## config.mk

```make
export PLATFORM = sky130hd
export DESIGN_NAME = ras_commit_recovery
export DESIGN_NICKNAME = d
export VERILOG_FILES = /design/src/rtl/ras_commit_recovery.sv
export SDC_FILE = /design/constraint.sdc
export NUM_CORES = 1
export LEC_CHECK = 0
export ABC_CLOCK_PERIOD_IN_PS = 10600
export CORE_MARGIN = 2
export CORE_UTILIZATION = 29
export CTS_BUF_LIST = sky130_fd_sc_hd__clkbuf_4 sky130_fd_sc_hd__clkbuf_8
export DETAILED_ROUTE_END_ITERATION = 6
export SLEW_MARGIN = 20
export SYNTH_ARGS = -nofsm -noshare
export SYNTH_HDL_FRONTEND = slang
export SYNTH_SLANG_ARGS = --single-unit
```

## constraint.sdc

```tcl
create_clock -name clock -period 10.6 [get_ports clock]
set_input_delay 2.12 -clock clock [delete_from_list [all_inputs] [get_ports clock]]
set_output_delay 2.12 -clock clock [all_outputs]
set_load 0.01 [all_outputs]
```

## src/rtl/ras_commit_recovery.sv

```systemverilog
// Architectural return address stack updated at commit; on a mispredict it streams its
// contents, oldest first, back to the speculative RAS over a valid/ready handshake.
module ras_commit_recovery #(
   parameter int unsigned XLEN     = 32,
   parameter int unsigned RAS_SIZE = 4,
   parameter int unsigned RAS_LEN  = 2
) (
   input  logic               clock,
   input  logic               reset,
   input  logic               commit_valid,
   input  logic               commit_is_call,
   input  logic               commit_is_return,
   input  logic [XLEN-1:0]    commit_PC_plus_4,
   input  logic [XLEN-1:0]    commit_target,
   input  logic               commit_mis_pred,
   output logic               restore_valid,
   output logic [XLEN-1:0]    restore_addr,
   output logic               restore_last,
   input  logic               restore_ready,
   output logic               busy,
   output logic               ret_hit,
   output logic               ret_miss,
   output logic [RAS_LEN:0]   arch_count
);

   typedef enum logic {StIdle, StRestore} state_e;

   localparam logic [RAS_LEN:0]   FullCount = (RAS_LEN+1)'(RAS_SIZE);
   localparam logic [RAS_LEN-1:0] TospRst   = (RAS_LEN)'(RAS_SIZE - 1);

   logic [XLEN-1:0]    stack_q [RAS_SIZE];
   logic [XLEN-1:0]    stack_d [RAS_SIZE];
   logic [RAS_LEN-1:0] tosp_q, tosp_d, push_idx, rd_idx;
   logic [RAS_LEN:0]   count_q, count_d, k_q, k_d;
   state_e             state_q, state_d;
   logic               ret_hit_q, ret_hit_d, ret_miss_q, ret_miss_d;

   assign push_idx = tosp_q + (RAS_LEN)'(1);
   // Oldest valid slot sits count-1 below the top; beats walk upward from there.
   assign rd_idx   = tosp_q - count_q[RAS_LEN-1:0] + (RAS_LEN)'(1) + k_q[RAS_LEN-1:0];

   assign busy          = (state_q == StRestore);
   assign restore_valid = busy;
   assign restore_addr  = busy ? stack_q[rd_idx] : '0;
   assign restore_last  = busy && (k_q == count_q - (RAS_LEN+1)'(1));
   assign ret_hit       = ret_hit_q;
   assign ret_miss      = ret_miss_q;
   assign arch_count    = count_q;

   always_comb begin
      stack_d    = stack_q;
      tosp_d     = tosp_q;
      count_d    = count_q;
      state_d    = state_q;
      k_d        = k_q;
      ret_hit_d  = 1'b0;
      ret_miss_d = 1'b0;
      unique case (state_q)
         StIdle: begin
            if (commit_valid) begin
               if (commit_is_return && (count_q != '0)) begin
                  ret_hit_d  = (commit_target == stack_q[tosp_q]);
                  ret_miss_d = !ret_hit_d;
                  if (commit_is_call) begin
                     // Call+return replaces the top in place.
                     stack_d[tosp_q] = commit_PC_plus_4;
                  end else begin
                     tosp_d  = tosp_q - (RAS_LEN)'(1);
                     count_d = count_q - (RAS_LEN+1)'(1);
                  end
               end else if (commit_is_call) begin
                  tosp_d            = push_idx;
                  stack_d[push_idx] = commit_PC_plus_4;
                  if (count_q != FullCount) count_d = count_q + (RAS_LEN+1)'(1);
               end
               if (commit_mis_pred && (count_d != '0)) begin
                  state_d = StRestore;
                  k_d     = '0;
               end
            end
         end
         StRestore: begin
            if (restore_ready) begin
               if (restore_last) state_d = StIdle;
               else              k_d     = k_q + (RAS_LEN+1)'(1);
            end
         end
         default: state_d = StIdle;
      endcase
   end

   always_ff @(posedge clock) begin
      if (reset) begin
         for (int unsigned i = 0; i < RAS_SIZE; i++) stack_q[i] <= '0;
         tosp_q     <= TospRst;
         count_q    <= '0;
         k_q        <= '0;
         state_q    <= StIdle;
         ret_hit_q  <= 1'b0;
         ret_miss_q <= 1'b0;
      end else begin
         stack_q    <= stack_d;
         tosp_q     <= tosp_d;
         count_q    <= count_d;
         k_q        <= k_d;
         state_q    <= state_d;
         ret_hit_q  <= ret_hit_d;
         ret_miss_q <= ret_miss_d;
      end
   end

endmodule

```

**Yosys cells after proc, flatten, opt, wreduce, memory -nomap -nowiden**

Cells that the tools add are included.

- Flip-flop bits (word level): 139
- Bits of input ports: 71
- Word-level logic and storage cells: 86
- Output and inout bits: 40

- Muxes and demuxes: 35
- Reductions and logical operators: 14
- Bitwise logic cells: 6
- Add/subtract/negate cells: 8
- Equality and inequality tests: 8
- $lt $le $gt $ge: 5

Operator list:

| cell | count |
|---|---|
| $mux W128 | 3 |
| $bwmux W128 | 2 |
| $mux W32 | 7 |
| $bmux W32 S2 | 2 |
| $demux W32 S2 | 2 |
| $eq A32 B32 Y1 | 1 |
| $mux W3 | 10 |
| $ne A2 B2 Y1 const B | 5 |
| $ge A3 B3 Y1 const B | 3 |
| $not A2 Y3 | 3 |
| $reduce_and A4 Y1 | 2 |
| $add A3 B1 Y3 const B | 2 |
| $lt A3 B1 Y1 const B | 2 |
| $mux W2 | 3 |
| $pmux W3 S2 | 1 |
| $reduce_bool A3 Y1 | 2 |
| $logic_and A1 B1 Y1 | 5 |
| $add A2 B1 Y2 const B | 2 |
| $mux W1 | 4 |
| $reduce_or A4 Y1 | 1 |
| $eq A3 B3 Y1 | 1 |
| $ne A3 B3 Y1 const B | 1 |
| $not A1 Y1 | 3 |
| $reduce_and A3 Y1 | 1 |
| 8 further kinds | 8 |

**Logic depth before layout (Yosys ltp)**

- Word-level depth: 11
- Depth in mapped cells: 12

**Worst setup path before layout**

Ideal clock, no wire load.

- Kind: register to output
- Start point: register tosp_q[0]
- End point: output port restore_addr[18]
- Cell stages (with the launch flop): 13
- Path slack: 5.315 ns
- Arrival: 3.165 ns
- Cell sequence: dfxtp_1 buf_4 buf_2 inv_1 fa_1 inv_1 ha_1 nor2_1 xnor2_1 xnor2_2 buf_6 mux4_2 and2_1

- Longest elaborated chain between the ends: 8

RTL lines:

| item | line | text |
|---|---|---|
| from (decl) | 33 | `logic [RAS_LEN-1:0] tosp_q, tosp_d, push_idx, rd_idx;` |
| from (signal assigned) | 95 | `tosp_q <= TospRst;` |
| from (signal assigned) | 103 | `tosp_q <= tosp_d;` |
| $sub A2 B2 Y2 | 40 | `assign rd_idx = tosp_q - count_q[RAS_LEN-1:0] + (RAS_LEN)'(1) + k_q[RAS_LEN-1:0];` |
| $add A2 B1 Y2 | 40 |  |
| $add A2 B2 Y2 | 40 |  |
| $not A2 Y3 (implied by the code) | 44 | `assign restore_addr = busy ? stack_q[rd_idx] : '0;` |
| $bmux W32 S2 | 44 |  |
| $mux W32 (implied by the code) (2 in series) | 44 |  |
| $mux W32 | 44 |  |
| to (decl) | 17 | `output logic [XLEN-1:0] restore_addr,` |

No other way between the ends. The select of a mux whose other input is x is not followed.

**Final worst setup path**

- Start point: register tosp_q[0]
- End point: output port restore_addr[25]

Same word-level chain as after synthesis.

==> out/results.ini <==
[outcome]
status = finished, final reports clean

[final_layout]
final_cell_mix = mux2i_1 (143), dfxtp_1 (137), nor2_1 (136), clkdlybuf4s50_1 (109), mux4_2 (60)
final_cells = 1128
drive_above_1_share = 0.1463
diodes = 0
area_delta_synth_final_pct = 22.82
fillers = 2601
multiInputGateArea_um2 = 4511
design_area_um2 = 9288
regArea_um2 = 2785
layout_commonest_cell = mux2i_1
nNetsFinal = 865

[clock_network]
cts_resized = 0
clock-root-buffer = clkbuf_8
cts_tree = done
cts_made_buffers = 17
hold_buffers = 0
clock_sinks = 139
cts_buffer_depth = 2
clk_latency_ns = 0.45
clkTransAtPathRegs_ns = 0.07
post_cts_buffers = 0
htreeDepth = 4

[worst_hold_path]
holdPathStages = 2
whs_endpoint = stack_q[24]
hp-class = flip-flop to flip-flop
worstHoldStart = stack_q[24]

[yosys]
syn_inst = 691
ys_warn_count = 0
synthArstFlopShare = 0
synth-edff-count = 0
yosys.cell_types.count = 39
synth_area_um2 = 7562
avgSynthCellArea_um2 = 10.94
syn_nets = 775
ys_ff_latch = 139
yosysSeqAreaShare = 0.3680
synthFlopType = dfxtp_1

[setup_path]
worstReg2RegEnd = stack_q[13]
arrival_ns = 4.97
criticalPathCategory = flip-flop to output port
reg2reg_depth = 9
critPathLaunchType = flip-flop
worstPathMaxFanout = 42
required_ns = 8.48
rrSetupSlack_ns = 7.46
crit_path_end_kind = output port
regToRegStartpoint = arch_count[0]

[placement]
dp.cells = 1097
port_buffers = 110
gp_congestion = 0.7308
place_area_um2 = 8930
hpwlAfterDp_mm = 13.65
preCtsSetupSlack_ns = 3.929

[routing]
post-route-drc-count = 0
dr.pass1.iters = 5
dr_total_vias = 5412
ant_nets = 0
wl_per_cell_um = 18.24
wirelength_mm = 20.58
viasPerCell = 4.798
initialDrtViolationCount = 344

[timing]
skew_ns = 0.01155
report.final.slew_viol_count = 0
finalCritPeriodShare = 0.6685
rsz0062_at_grt = no
setup_viol = 0
fin_ws_ns = 3.514
worstMarginPinSlew_ns = 1.121
maxSlewHeadroom = 0.2492
fmax_mhz = 141.1
hold_viol = 0
min_period_ns = 7.086
tns_ns = 0

[power]
p_leak_nw = 3.206
swShare = 0.3167
power_density_nw_per_um2 = 141.4
clkPwrFrac = 0.300
combPwrFrac = 0.273
switching_power_mw = 0.4158
peakVddDrop_mv = 0.05946
power_frac_seq = 0.427
total_power_mw = 1.313
cell_internal_pwr_mw = 0.8971

[grt]
grt_pass1_vias = 5374
gr-total-overflow = 0
grt_usage = 0.1537
antenna_found_initial = 0
grt_max_degree = 81
grt_pass1_wl_mm = 31.35

[die]
rows = 59
die_y_um = 165.5
start_util = 0.2927
ios = 111
fp.dieArea_um2 = 27380
core_um2 = 25840
die_w_um = 165.5

[job]
max_cap_violations = 0

==> worst max path at each step <==
stage | from | end | slack, ns | cells past startpoint
floorplan | tosp_q[0] | restore_addr[18] | 5.31 | 12
global placement | tosp_q[0] | restore_addr[25] | 3.99 | 10
detailed placement | tosp_q[0] | restore_addr[31] | 3.93 | 10
CTS | tosp_q[0] | restore_addr[31] | 3.40 | 10
global route | tosp_q[0] | restore_addr[25] | 3.20 | 10
finish | tosp_q[0] | restore_addr[25] | 3.51 | 10
==> cell usage after synthesis, types with 5 or more instances <==
cell type  instances  share of area
ha_1              12          0.020
nand4_1            8         0.0066
mux4_2            60           0.18
mux2i_1          143           0.19
nand2_1            8         0.0040
nand3_1            6         0.0040
buf_4             15          0.015
buf_2              7         0.0046
a21oi_1            5         0.0033
xnor2_1           32          0.037
and2_1            32          0.026
inv_1             11         0.0055
clkbuf_1          23          0.011
dfxtp_1          139           0.37
xor2_1            14          0.016
nor2_1           138          0.068
==> flip-flops by register name (all words and copies together), names as in the netlist <==
name        cells
arch_count      3
busy            1
k_q             3
ret_hit         1
ret_miss        1
stack_q       128
tosp_q          2
==> final cells by class <==
class | instances | share of cell area
multi-input combinational | 492 | 0.4857
clock inverter | 9 | 0.007275
inverter | 11 | 0.004446
clock buffer | 22 | 0.03125
sequential | 139 | 0.2999
timing repair buffer | 120 | 0.1264
tap | 335 | 0.04513
==> routing by layer <==
metal  vias to the layer above  wire length (µm)  GRT usage
li1                       2628                 -          -
met1                      2634              9800     0.2141
met2                       137              9532     0.2409
met3                        13              1070    0.03447
met4                         0               172    0.04036
met5                         -                 0          0
==> through the flow <==
step                utilization  hold WS (ns)
floorplan                     -        0.4721
global placement         0.3456        0.4879
detailed placement       0.3456        0.5010
CTS                      0.3595        0.5210
global route             0.3595        0.5413
finish                   0.3595        0.5181
==> critical path: stages (launching register included) <==
cell             delay (ns)
dfxtp_2                0.32
buf_4                  0.62
inv_1                  0.25
fa_1                   0.60
inv_1                  0.05
ha_1                   0.30
xnor2_2                0.86
buf_4                  0.46
mux4_2                 0.37
and2_1                 0.19
clkdlybuf4s50_1        0.48
==> cell families (layout without fill, tap and decap cells) <==
kind of cell / Yosys count / count (layout) / synth area share
AO/OA/AOI/OAI: 22 / 22 / 0.02201
AND/OR/NAND/NOR: 207 / 207 / 0.1228
buffers and inverters: 60 / 162 / 0.04136
adder cells (fa/ha/maj): 13 / 13 / 0.02250
multiplexers: 203 / 203 / 0.3680
XOR/XNOR: 47 / 47 / 0.05543
flip-flops: 139 / 139 / 0.3680
==> power by group through the flow <==
stage | logic [mW] | registers [mW] | clock network (mW)
after floorplan | 0.260 | 0.568 | 0
after global placement | 0.362 | 0.572 | 0
after detailed placement | 0.365 | 0.572 | 0
after CTS | 0.367 | 0.560 | 0.407
after global routing | 0.389 | 0.563 | 0.426
final | 0.358 | 0.561 | 0.394
(Power assumes the default switching activity.)
